--- config.mk ---
export PLATFORM = sky130hd
export DESIGN_NAME = image_stream_feeder
export DESIGN_NICKNAME = d
export VERILOG_FILES = /design/src/rtl/image_stream_feeder_pkg.sv /design/src/rtl/pixel_word_packer.sv /design/src/rtl/image_stream_feeder.sv
export SDC_FILE = /design/constraint.sdc
export NUM_CORES = 1
export LEC_CHECK = 0
export CAP_MARGIN = 20
export CORE_MARGIN = 3
export CORE_UTILIZATION = 49
export CTS_CLUSTER_SIZE = 20
export DETAILED_ROUTE_END_ITERATION = 16
export PLACE_DENSITY_LB_ADDON = 0.08
export SYNTH_ARGS = -nofsm -noshare
export SYNTH_HDL_FRONTEND = slang
export SYNTH_HIERARCHICAL = 1
export SYNTH_SLANG_ARGS = --single-unit
--- constraint.sdc ---
create_clock -name clk -period 8.54 [get_ports clk]
set_input_delay 0.854 -clock clk [delete_from_list [all_inputs] [get_ports clk]]
set_output_delay 0.854 -clock clk [all_outputs]
set_load 0.02 [all_outputs]
--- src/rtl/image_stream_feeder_pkg.sv ---
// Shared definitions for the image streaming path (feeder and processors).
//   COLOR_SIZE      : bits per pixel. It is also available as the `COLOR_SIZE macro
//                     so that port declarations can use it.
//   feeder_state_t  : states of the image_stream_feeder FSM.
//   proc_mode_t     : processor mode encoding, shared with the threshold and
//                     brightness processors.
`ifndef COLOR_SIZE
`define COLOR_SIZE 8
`endif

package image_stream_feeder_pkg;

  localparam int COLOR_SIZE = `COLOR_SIZE;

  typedef enum logic [1:0] {
    IDLE  = 2'd0,
    READ  = 2'd1,
    FLUSH = 2'd2,
    DONE  = 2'd3
  } feeder_state_t;

  typedef enum logic [1:0] {
    MODE_THRESHOLD  = 2'd0,
    MODE_BRIGHT_ADD = 2'd1,
    MODE_BRIGHT_SUB = 2'd2
  } proc_mode_t;

endpackage

--- src/rtl/pixel_word_packer.sv ---
// Packs a stream of pixels into DATA_WIDTH words; lane i = bits [i*COLOR_SIZE +: COLOR_SIZE].
// The returned pixel is inserted combinationally, so the caller can register
// the completed word on the same edge that the final lane arrives.
// Ports:
//   clk, rst_n : clock and asynchronous active-low reset
//   clr        : clear the lane register and the lane counter
//   pix_vld    : pix holds the next pixel in this cycle
//   pix        : pixel data
//   flush      : the current pixel is the last pixel of the image, so close the word
//   word       : the word with pix placed in the current lane (valid when word_vld = 1)
//   word_vld   : a word is complete in this cycle
// Macro FEEDER_PAD_REPLICATE_EN: when it is defined, the unused lanes of a flushed word
// repeat the last pixel. When it is undefined, those lanes are zero.
module pixel_word_packer
  import image_stream_feeder_pkg::*;
#(
  parameter int DATA_WIDTH = 32
) (
  input  logic                  clk,
  input  logic                  rst_n,
  input  logic                  clr,
  input  logic                  pix_vld,
  input  logic [COLOR_SIZE-1:0] pix,
  input  logic                  flush,
  output logic [DATA_WIDTH-1:0] word,
  output logic                  word_vld
);

  localparam int PIX_PER_WORD = DATA_WIDTH / COLOR_SIZE;
  localparam int LANE_W       = (PIX_PER_WORD > 1) ? $clog2(PIX_PER_WORD) : 1;
  localparam logic [LANE_W-1:0] LAST_LANE = LANE_W'(PIX_PER_WORD - 1);

  logic [DATA_WIDTH-1:0] lanes_q, lanes_d;
  logic [LANE_W-1:0]     lane_q, lane_d;

  assign word_vld = pix_vld && ((lane_q == LAST_LANE) || flush);

  // NOTE: every always_comb output gets a default first, so no path can infer a latch.
  always_comb begin
    word = lanes_q;
    for (int i = 0; i < PIX_PER_WORD; i++) begin
      if (LANE_W'(i) == lane_q) begin
        word[i*COLOR_SIZE +: COLOR_SIZE] = pix;
      end
`ifdef FEEDER_PAD_REPLICATE_EN
      else if (flush && (LANE_W'(i) > lane_q)) begin
        word[i*COLOR_SIZE +: COLOR_SIZE] = pix;
      end
`endif
    end
  end

  // Lanes are cleared after each word. In the default build, this clearing
  // is what makes the unused lanes of a partial word zero.
  always_comb begin
    lanes_d = lanes_q;
    lane_d  = lane_q;
    if (clr || word_vld) begin
      lanes_d = '0;
      lane_d  = '0;
    end else if (pix_vld) begin
      lanes_d = word;
      lane_d  = lane_q + 1'b1;
    end
  end

  // NOTE: sequential state uses non-blocking assignments only, so all registers update together.
  always_ff @(posedge clk or negedge rst_n) begin
    if (!rst_n) begin
      lanes_q <= '0;
      lane_q  <= '0;
    end else begin
      lanes_q <= lanes_d;
      lane_q  <= lane_d;
    end
  end

endmodule

--- src/rtl/image_stream_feeder.sv ---
// Source side of the pixel stream (vld / last_data / data_out). The block reads
// num_pixels bytes from image memory, starting at base_addr. The address wraps at
// 2^ADDR_WIDTH. It packs PIX_PER_WORD pixels into each word, marks the final word
// with last_data, and pulses done one cycle later. All outputs are registered.
// Ports:
//   clk, rst_n            : clock and asynchronous active-low reset
//   start                 : begin a transfer. It is sampled only in IDLE.
//   base_addr, num_pixels : transfer setup, latched on start. num_pixels = 0 is legal.
//   mem_rd_en, mem_addr   : memory read strobe and address
//   mem_rd_data           : read data, valid the cycle after mem_rd_en
//   vld, last_data        : word strobe, and the marker for the final word
//   data_out              : packed word. It is 0 whenever vld is low.
//   busy, done            : busy is high in READ/FLUSH. done is a one-cycle completion pulse.
// Macro FEEDER_PAD_REPLICATE_EN (in pixel_word_packer) selects how the partial
// final word is padded.
module image_stream_feeder
  import image_stream_feeder_pkg::*;
#(
  parameter int DATA_WIDTH = 32,
  parameter int ADDR_WIDTH = 16
) (
  input  logic                   clk,
  input  logic                   rst_n,
  input  logic                   start,
  input  logic [ADDR_WIDTH-1:0]  base_addr,
  input  logic [ADDR_WIDTH-1:0]  num_pixels,
  output logic                   mem_rd_en,
  output logic [ADDR_WIDTH-1:0]  mem_addr,
  input  logic [`COLOR_SIZE-1:0] mem_rd_data,
  output logic                   vld,
  output logic                   last_data,
  output logic [DATA_WIDTH-1:0]  data_out,
  output logic                   busy,
  output logic                   done
);

  feeder_state_t         state_q, state_d;
  logic [ADDR_WIDTH-1:0] num_q, num_d;
  logic [ADDR_WIDTH-1:0] rd_cnt_q, rd_cnt_d;       // index of the read being issued
  logic [ADDR_WIDTH-1:0] mem_addr_q, mem_addr_d;
  logic                  mem_rd_en_q, mem_rd_en_d;
  logic                  rd_pend_q;                 // read data returns in this cycle
  logic                  rd_last_q;                 // the returning pixel is the final pixel
  logic                  vld_q, last_q, busy_q, done_q;
  logic [DATA_WIDTH-1:0] data_q;
  logic                  final_rd;
  logic                  pk_clr, pk_word_vld;
  logic [DATA_WIDTH-1:0] pk_word;

  assign final_rd = (state_q == READ) && (rd_cnt_q == num_q - 1'b1);

  always_comb begin
    state_d     = state_q;
    num_d       = num_q;
    rd_cnt_d    = rd_cnt_q;
    mem_addr_d  = mem_addr_q;
    mem_rd_en_d = 1'b0;
    pk_clr      = 1'b0;
    case (state_q)
      IDLE: begin
        if (start) begin
          if (num_pixels == '0) begin
            state_d = DONE;
          end else begin
            state_d     = READ;
            num_d       = num_pixels;
            rd_cnt_d    = '0;
            mem_addr_d  = base_addr;
            mem_rd_en_d = 1'b1;
            pk_clr      = 1'b1;
          end
        end
      end
      READ: begin
        if (final_rd) begin
          state_d = FLUSH;
        end else begin
          rd_cnt_d    = rd_cnt_q + 1'b1;
          mem_addr_d  = mem_addr_q + 1'b1;  // wraps modulo 2^ADDR_WIDTH
          mem_rd_en_d = 1'b1;
        end
      end
      // last_q is high in the cycle the final word is presented, so done follows it.
      FLUSH:   if (last_q) state_d = DONE;
      DONE:    state_d = IDLE;
      default: state_d = IDLE;
    endcase
  end

  pixel_word_packer #(.DATA_WIDTH(DATA_WIDTH)) u_packer (
    .clk      (clk),
    .rst_n    (rst_n),
    .clr      (pk_clr),
    .pix_vld  (rd_pend_q),
    .pix      (mem_rd_data),
    .flush    (rd_last_q),
    .word     (pk_word),
    .word_vld (pk_word_vld)
  );

  always_ff @(posedge clk or negedge rst_n) begin
    if (!rst_n) begin
      state_q     <= IDLE;
      num_q       <= '0;
      rd_cnt_q    <= '0;
      mem_addr_q  <= '0;
      mem_rd_en_q <= 1'b0;
      rd_pend_q   <= 1'b0;
      rd_last_q   <= 1'b0;
      vld_q       <= 1'b0;
      last_q      <= 1'b0;
      data_q      <= '0;
      busy_q      <= 1'b0;
      done_q      <= 1'b0;
    end else begin
      state_q     <= state_d;
      num_q       <= num_d;
      rd_cnt_q    <= rd_cnt_d;
      mem_addr_q  <= mem_addr_d;
      mem_rd_en_q <= mem_rd_en_d;
      rd_pend_q   <= mem_rd_en_q;
      rd_last_q   <= final_rd;
      vld_q       <= pk_word_vld;
      last_q      <= pk_word_vld && rd_last_q;
      data_q      <= pk_word_vld ? pk_word : '0;
      busy_q      <= (state_d == READ) || (state_d == FLUSH);
      done_q      <= (state_d == DONE);
    end
  end

  assign mem_rd_en = mem_rd_en_q;
  assign mem_addr  = mem_addr_q;
  assign vld       = vld_q;
  assign last_data = last_q;
  assign data_out  = data_q;
  assign busy      = busy_q;
  assign done      = done_q;

endmodule

Word-level counts from Yosys, hierarchy flattened. Cells that the tools add are included.

$add $sub $neg: 4. Equality and inequality tests: 14. Bitwise operators: 1. Reduce and logical (&&, ||, !) cells: 13. Mux-type cells: 27.

Operator list (number): 16-bit 2-to-1 mux (6); 32-bit 2-to-1 mux (3); 16-bit one-hot mux with 2 select lines (2); 16-bit by 1-bit adder with 16-bit output (second input constant) (2); 8-bit 2-to-1 mux (4); 16-bit equality test (1); 16-bit zero test (1); 16-bit by 1-bit subtractor with 16-bit output (second input constant) (1); 2-bit 2-to-1 mux (6); 2-bit equality test (second input constant) (5); 2-bit one-hot mux with 4 select lines (1); 2-bit inequality test (second input constant) (3); 2-bit by 1-bit equality test with 1-bit output (second input constant) (2); 2-bit equality test (first input constant) (2); 2-bit zero test (2); 1-bit 2-to-1 mux (4); 4-bit AND reduction (1); 2-bit nonzero test (2); 1-bit logical AND (3); 1-bit logical OR (3); 3-bit AND reduction (1); 2-bit by 1-bit adder with 2-bit output (second input constant) (1); 1-bit by 2-bit equality test with 1-bit output (first input constant) (1); 1-bit one-hot mux with 2 select lines (1); 1-bit inverter (1).

Word-level logic and storage cells: 73. Output and inout bits: 53. Flip-flop bits (word level): 123. Bits of input ports: 43.

Depth between registers and ports, before layout. Gate-level depths: netlist of the first run.

Depth in word-level cells: 7. Gate-level depth with buffers: 13. Gate-level depth less buffers: 10.

Hierarchy. The synthesis of the first run kept the hierarchy.

Modules (own cells, without submodules): image_stream_feeder (sequential area each 2227.1 um2, cells an instance 502, instances 1, area each 4652.0 um2); pixel_word_packer (sequential area each 850.8 um2, cells an instance 120, instances 1, area each 1710.4 um2).

Least setup slack after synthesis of the first run. OpenSTA, ideal clock, no wires.

Path type: register to register. From: reg num_q[0]. To: reg busy_q (netlist: busy). Path slack: 5.059 ns. Setup time: 0.126 ns. Period minus slack after synthesis: 3.481 ns. Data required time: 8.414 ns. Stages on the path, launching flop included: 13. Arrival: 3.355 ns. Buffers on the path: 2. Cells stage by stage: dfrtp_1 -> clkbuf_1 -> inv_1 -> ha_1 -> or4b_1 -> buf_2 -> or4_4 -> a211oi_2 -> a211oi_2 -> or4_4 -> nand2_1 -> o21ai_0 -> ha_1.

Cells in the longest elaborated chain, start to end: 7. Elaborated cells on any way between the ends: 8. Those cells by class: add/sub (1); eq/ne (3); mux (2); reduce/logical (2).

Ends and longest elaborated chain: from (decl) (line image_stream_feeder.sv:38) `logic [ADDR_WIDTH-1:0] num_q, num_d;`; from (signal assigned) (line image_stream_feeder.sv:117) `num_q <= num_d;`; 16-bit by 1-bit subtractor with 16-bit output * (line image_stream_feeder.sv:50) `assign final_rd = (state_q == READ) && (rd_cnt_q == num_q - 1'b1);`; 16-bit equality test * (line image_stream_feeder.sv:50); 1-bit logical AND * (line image_stream_feeder.sv:50); 2-bit 2-to-1 mux * (line image_stream_feeder.sv:75) `if (final_rd) begin`; 2-bit one-hot mux with 4 select lines * (line image_stream_feeder.sv:59) `case (state_q)`; net state_d[0] (line image_stream_feeder.sv:37) `feeder_state_t state_q, state_d;`; 2-bit by 1-bit equality test with 1-bit output / 2-bit equality test (equally long branches) (line image_stream_feeder.sv:126) `busy_q <= (state_d == READ) || (state_d == FLUSH);`; 1-bit logical OR * (line image_stream_feeder.sv:126); to (signal assigned) (line image_stream_feeder.sv:126); to (decl) (line image_stream_feeder.sv:44) `logic vld_q, last_q, busy_q, done_q;`.

The timed path passes the listed nets; every way through them passes the cells marked *. A chain may end at the register's enable or synchronous reset.

Worst setup path after layout of the first run. Same ends and word-level chain as after synthesis.

==> flow_metrics.py, run 1 <==
metrics = {
    "pwr": {
        "powerDensity_nw_per_um2": 364,
        "p_sw_share_pct": 37.3,
        "clkPwrFrac_pct": 25.4,
        "peakVddDrop_mv": 0.194,
        "internal-power_w": 0.00182,
        "pwr-share-comb_pct": 40.6,
        "power_w": 0.00291,
        "switchingPower_w": 0.00109,
        "p_leak_nw": 3.57,
        "p_seq_share_pct": 34.1,
    },
    "global_routing": {
        "grtUsageTotal_pct": 23.1,
        "grt-ovfl-total": 0,
        "grt_pass1_wl_um": 26600,
        "antenna_found_initial": 0,
        "grt_max_degree": 71,
        "grt_pass1_vias": 5114,
    },
    "clock_network": {
        "postCtsSetupBuffers": 0,
        "htreeDepth": 4,
        "cts_buffer_depth": 2,
        "clkTransAtPathRegs_ns": 0.06,
        "ctsHoldBuffers": 0,
        "clockRootBuffer": "clkbuf_16",
        "cts_sinks": 123,
        "cts_buffers": 17,
        "cts_resized": 0,
        "clk_latency_ns": 0.41,
        "cts_tree": "done",
    },
    "synth": {
        "synthFlopType": "dfrtp_1",
        "synthesis.nets": 673,
        "ys_warn_count": 6,
        "synthCells": 622,
        "synth.top_cell.area_share_pct": 48.4,
        "async_flop_share_pct": 100,
        "synth_area_leaders": "dfrtp_1 (48%), mux2_2 (6.0%), nand2_1 (4.6%), a22o_2 (4.1%), and2_1 (3.5%)",
        "yosys_register_bits": 123,
        "yosysTopAreaCell": "dfrtp_1",
        "seq_area_frac_synth_pct": 48.4,
        "synth_area_um2": 6360,
        "syn-mean-instance-area_um2": 10.2,
        "synth-edff-count": 0,
        "synth_cell_types": 64,
    },
    "sta": {
        "slew_headroom_pct": 35.3,
        "finalCritPeriodShare_pct": 46.4,
        "setup_viol": 0,
        "fmax_ghz": 0.252,
        "fin_skew_ns": 0.00858,
        "worst_pin_slew_ns": 0.970,
        "setup_tns_ns": 0,
        "final_hold_viol_count": 0,
        "maxSlewViolCount": 0,
        "hold_slack_ns": 0.397,
        "min_period_ns": 3.96,
        "rsz0062_at_grt": "false",
    },
    "floorplan": {
        "io_pins": 96,
        "fp-row-count": 40,
        "initial_core_util_pct": 51.5,
        "die_height_um": 120,
        "core_um2": 12400,
        "dieArea_um2": 14400,
        "die_width_um": 120,
    },
    "critical_path": {
        "crit_type": "reg -> reg",
        "slowest_stage": "or4_4",
        "cp_max_fo": 13,
        "cp.arrival_ns": 4.26,
        "r2r_setup_slack_ns": 4.58,
        "r2r_start": "num_q[0]",
        "critPathRequiredTime_ns": 8.83,
        "cpPeakStageDelay_ns": 0.68,
        "crit_path_start": "num_q[0]",
        "end_kind": "flip-flop",
        "crit_chain": "inv_1, ha_1, or4b_1, or4_4, a211oi_2, a211oi_2, or4_4, nand2_1, o21ai_0, ha_1",
        "startpoint_type": "flip-flop",
    },
    "detailed_routing": {
        "vias": 5124,
        "dr.pass1.iters": 5,
        "routedWlPerCell_um": 18.0,
        "drc": 0,
        "routed_wirelength_um": 16000,
        "postRouteAntennaNets": 0,
        "vias_per_cell": 5.78,
        "drt_iter0_drc": 354,
    },
    "place": {
        "numPortBuffers": 95,
        "dpl.hpwl_um": 10600,
        "gp_congestion": 0.871,
    },
    "run_status": {
        "outcome": "complete, no violations",
    },
    "layout": {
        "final_cell_mix": "dfrtp_1 (123), clkdlybuf4s50_1 (94), nand2_1 (78)",
        "finalCoreUtilization_pct": 64.7,
        "area_growth_pct": 25.7,
        "diodes": 0,
        "nets": 756,
        "drive_above_1_share_pct": 16.0,
        "layout_commonest_cell": "dfrtp_1",
    },
    "flow_run": {
        "maxCapViolations": 0,
    },
    "hold_path": {
        "hold_class": "reg -> reg",
        "min_from": "mem_rd_en",
    },
}
Yosys cell counts (3+ instances only):
| cell | count |
|---|---|
| dfrtp_1 | 123 |
| nand2_1 | 78 |
| and2_1 | 36 |
| mux2_2 | 34 |
| nand3_1 | 30 |
| nor2_1 | 29 |
| a22o_2 | 26 |
| clkbuf_1 | 21 |
| o21ai_0 | 20 |
| a21oi_1 | 16 |
| or3_1 | 13 |
| nor3_1 | 12 |
| inv_1 | 11 |
| xnor2_1 | 11 |
| and3_1 | 10 |
| nor4_1 | 10 |
| o211ai_1 | 9 |
| buf_2 | 8 |
| ha_1 | 8 |
| xor2_1 | 8 |
| a22o_1 | 7 |
| a31oi_1 | 7 |
| or4_1 | 7 |
| a211oi_1 | 6 |
| buf_6 | 6 |
| mux2i_1 | 6 |
| and4_1 | 4 |
| buf_1 | 4 |
| nor3b_1 | 4 |
| o22ai_1 | 4 |
| a311oi_1 | 3 |
| nand2b_1 | 3 |
| nand4_1 | 3 |
| nor2b_1 | 3 |
| o31ai_1 | 3 |
| or2_2 | 3 |
cells by family (layout without fill, tap and decap cells):
kind of cell	after synthesis	in the layout	share of synthesized area (%)
AND/OR/NAND/NOR	257	257	21.4
multiplexers	41	41	7.20
adder cells (fa/ha/maj)	8	8	1.57
XOR/XNOR	20	20	2.97
buffers and inverters	51	147	3.87
AO/OA/AOI/OAI	122	122	14.6
flip-flops	123	123	48.4
routing by layer:
layer,global-route usage [%],wire length (µm),up-vias
met5,0,0,-
met4,6.80,238,0
met3,5.84,853,19
met2,34.6,7420,138
met1,33.3,7440,2544
li1,-,-,2423
critical path: cells and delay by family (launching register included):
family	cells	cell delay (ns)
adders and majority gates	2	0.64
AOI/OAI and AO/OA	3	0.54
buffers and inverters	1	0.11
DFF	1	0.46
and+or+nand+nor	4	2.08
layout make-up:
type,count,area (µm²)
Clock buffer,18,439
Multi-Input combinational cell,448,3050
Timing Repair Buffer,103,1010
Clock inverter,14,169
Sequential cell,123,3080
Tap cell,168,210
Inverter,12,45.0
Fill cell,1002,4360
state kept, by name (all words and copies together) (netlist names), 2 cells and up:
| name | flops |
|---|---|
| data_out | 32 |
| u_packer/lanes_q | 32 |
| mem_addr | 16 |
| num_q | 16 |
| rd_cnt_q | 16 |
| state_q | 2 |
| u_packer/lane_q | 2 |
worst paths after layout:
path                                      to  cells after the start
worst max-delay path                    busy                     10
max in group asynchronous       rd_cnt_q[14]                      2
worst max register to register          busy                     10
worst min-delay path               rd_pend_q                      0
worst min register to register     rd_pend_q                      0
min in group asynchronous        mem_addr[3]                      1
metrics by stage:
stage,std cells,setup WS [ns],area [µm²]
4_1_cts,886,4.59,8000
6_report,886,4.58,8000
3_5_place_dp,854,4.54,7390
2_1_floorplan,622,5.06,6360
3_3_place_gp,854,4.55,7390
5_1_grt,886,4.35,8000
power groups by stage:
stage / clock network [W] / logic, W / registers, W
after floorplan: 0 / 0.000791 / 0.00101
after global placement: 0 / 0.00114 / 0.000985
after detailed placement: 0 / 0.00118 / 0.000989
after CTS: 0.000751 / 0.00118 / 0.000987
after global routing: 0.000776 / 0.00130 / 0.00102
final: 0.000738 / 0.00118 / 0.000992
Note: power is estimated with default switching activity, not from simulation.
==> run 2: changes to the inputs <==
- clock period: 8.54 -> 3.5 ns (I/O delays scaled with it)
==> run 2 against run 1 <==
Effect of this change: count of clock-buffer cells in the layout up 3; wire length down 0.63%; via count down 0.25%; sequential power up 140%; core utilization up 0.081 points; power up 140%; sequential share of layout area about the same; flip-flop and latch count unchanged; combinational power up 150%; worst hold slack worse by 0.36 ns; clock skew up 0.00065 ns.
==> flow_metrics.py, run 2 (synthesized netlist as in run 1, its figures left out) <==
metrics = {
    "run_status": {
        "outcome": "complete, no violations",
    },
    "critical_path": {
        "cpPeakStageDelay_ns": 0.60,
        "end_kind": "flip-flop",
        "slowest_stage": "or4_4",
        "crit_chain": "inv_1, ha_1, or4b_1, buf_4, nor4b_2, xnor2_1, o211ai_1, or4_4, nand2_1, o21ai_0, ha_1",
        "cp_num_buf_inv": 2,
        "critPathRequiredTime_ns": 3.80,
        "startpoint_type": "flip-flop",
        "cp_max_fo": 8,
        "r2r_start": "num_q[0]",
        "cp.arrival_ns": 3.60,
        "crit_path_start": "num_q[0]",
        "crit_type": "reg -> reg",
        "crit_cells": 11,
        "rr_endpoint": "busy",
        "path_common_cell": "ha_1",
        "r2r_cells": 11,
        "cp-endpoint": "busy",
        "path_delay_family": "simple AND/OR/NAND/NOR gates",
        "r2r_setup_slack_ns": 0.20,
    },
    "flow_run": {
        "maxCapViolations": 0,
    },
    "layout": {
        "nets": 761,
        "area_growth_pct": 25.9,
        "finalCoreUtilization_pct": 64.8,
        "drive_above_1_share_pct": 16.6,
        "num-fill-cells": 965,
        "final_cell_area_um2": 8010,
        "diodes": 0,
        "final_cell_mix": "dfrtp_1 (122), clkdlybuf4s50_1 (94), nand2_1 (78)",
        "layout_commonest_cell": "dfrtp_1",
    },
    "sta": {
        "finalCritPeriodShare_pct": 94.3,
        "setup_ws_ns": 0.199,
        "maxSlewViolCount": 0,
        "fin_skew_ns": 0.00923,
        "worst_pin_slew_ns": 1.02,
        "setup_viol": 0,
        "slew_headroom_pct": 31.9,
        "setup_tns_ns": 0,
        "min_period_ns": 3.30,
        "rsz0062_at_grt": "false",
        "fmax_ghz": 0.303,
        "final_hold_viol_count": 0,
    },
    "place": {
        "dpl.hpwl_um": 10600,
        "gp_congestion": 0.885,
        "placed_area_um2": 7440,
        "numPortBuffers": 95,
        "place_ws_ns": 0.103,
    },
    "pwr": {
        "peakVddDrop_mv": 0.469,
        "p_seq_share_pct": 34.8,
        "powerDensity_nw_per_um2": 869,
        "pwr-share-comb_pct": 41.8,
        "internal-power_w": 0.00434,
        "clkPwrFrac_pct": 23.4,
        "p_sw_share_pct": 37.6,
        "p_leak_nw": 3.58,
        "switchingPower_w": 0.00262,
    },
    "clock_network": {
        "clkTransAtPathRegs_ns": 0.06,
        "htreeDepth": 4,
        "postCtsSetupBuffers": 0,
        "cts_buffers": 17,
        "cts_sinks": 123,
        "clockRootBuffer": "clkbuf_16",
        "cts_buffer_depth": 2,
        "clk_latency_ns": 0.42,
        "cts_tree": "done",
    },
    "detailed_routing": {
        "postRouteAntennaNets": 0,
        "dr.pass1.iters": 5,
        "routed_wirelength_um": 15900,
        "vias_per_cell": 5.74,
        "vias": 5111,
        "drt_iter0_drc": 395,
        "routedWlPerCell_um": 17.8,
        "drc": 0,
    },
    "global_routing": {
        "antenna_found_initial": 0,
        "grt_max_degree": 69,
        "grt-ovfl-total": 0,
        "grt_pass1_vias": 5059,
        "grtUsageTotal_pct": 22.9,
        "grt_pass1_wl_um": 26100,
    },
    "floorplan": {
        "die_height_um": 120,
        "core_um2": 12400,
        "io_pins": 96,
        "fp-row-count": 40,
        "initial_core_util_pct": 51.5,
        "dieArea_um2": 14400,
        "die_width_um": 120,
    },
    "hold_path": {
        "hold_class": "in -> async",
    },
}
run 2: changes by cell type in the layout (fill, tap and decap cells not counted):
cell | before | now
nor4b_1 | 1 | 0
clkbuf_1 | 0 | 2
nor4b_2 | 0 | 1
buf_6 | 0 | 1
inv_6 | 2 | 0
clkinv_2 | 4 | 5
clkbuf_8 | 1 | 2
dfrtp_2 | 0 | 1
bufinv_16 | 3 | 1
dfrtp_1 | 123 | 122
buf_4 | 9 | 12
buf_12 | 0 | 1
run 2: power by group through the flow:
stage | sequential (W) | combinational (W) | clock, W
floorplan | 0.00247 | 0.00193 | 0
global placement | 0.00239 | 0.00281 | 0
detailed placement | 0.00241 | 0.00289 | 0
CTS | 0.00241 | 0.00291 | 0.00165
global route | 0.00250 | 0.00320 | 0.00172
finish | 0.00242 | 0.00291 | 0.00163
run 2: repair_timing:
| action | CTS | global route |
|---|---|---|
| hold buffers | 0 | 0 |
| resized for setup | 0 | 3 |
| endpoints found under the setup margin | 0 | 20 |
run 2: cell type report:
class	instances	area (µm²)	share of cell area [%]
sequential	123	3080	38.4
multi-input combinational	448	3060	38.2
clock inverter	11	96.3	1.20
tap	168	210	2.62
timing repair buffer	108	1060	13.3
clock buffer	21	460	5.75
inverter	12	45.0	0.562
run 2: worst min-delay path by stage:
stage,end,from,depth (start not counted),slack (ns)
floorplan,busy,rst_n,0,0.05
global placement,rd_pend_q,mem_rd_en,0,0.36
detailed placement,rd_pend_q,mem_rd_en,0,0.37
CTS,mem_addr[13],rst_n,1,0.07
global route,mem_addr[13],rst_n,1,0.1
finish,mem_addr[13],rst_n,1,0.04
run 2: per-layer routing:
layer	part of all wire (%)	track usage [%]	vias up	routed length [µm]
met4	1.2	6.51	0	184
met2	46	34.2	143	7260
li1	-	-	2436	-
met1	48	33.1	2515	7540
met3	5.5	5.66	17	874
met5	0	0	-	0
run 2: worst register-to-register path, cell delays in order, from the launching register on:
cell	delay [ns]
dfrtp_2	0.45
inv_1	0.09
ha_1	0.16
or4b_1	0.47
buf_4	0.18
nor4b_2	0.30
xnor2_1	0.18
o211ai_1	0.21
or4_4	0.60
nand2_1	0.11
o21ai_0	0.13
ha_1	0.31
run 2: through the flow:
stage	power (W)	hold WS [ns]	instances
2_1_floorplan	0.00440	0.0544	622
5_1_grt	0.00742	0.0956	891
3_5_place_dp	0.00531	0.373	859
4_1_cts	0.00697	0.0698	891
6_report	0.00696	0.0363	891
3_3_place_gp	0.00520	0.365	859
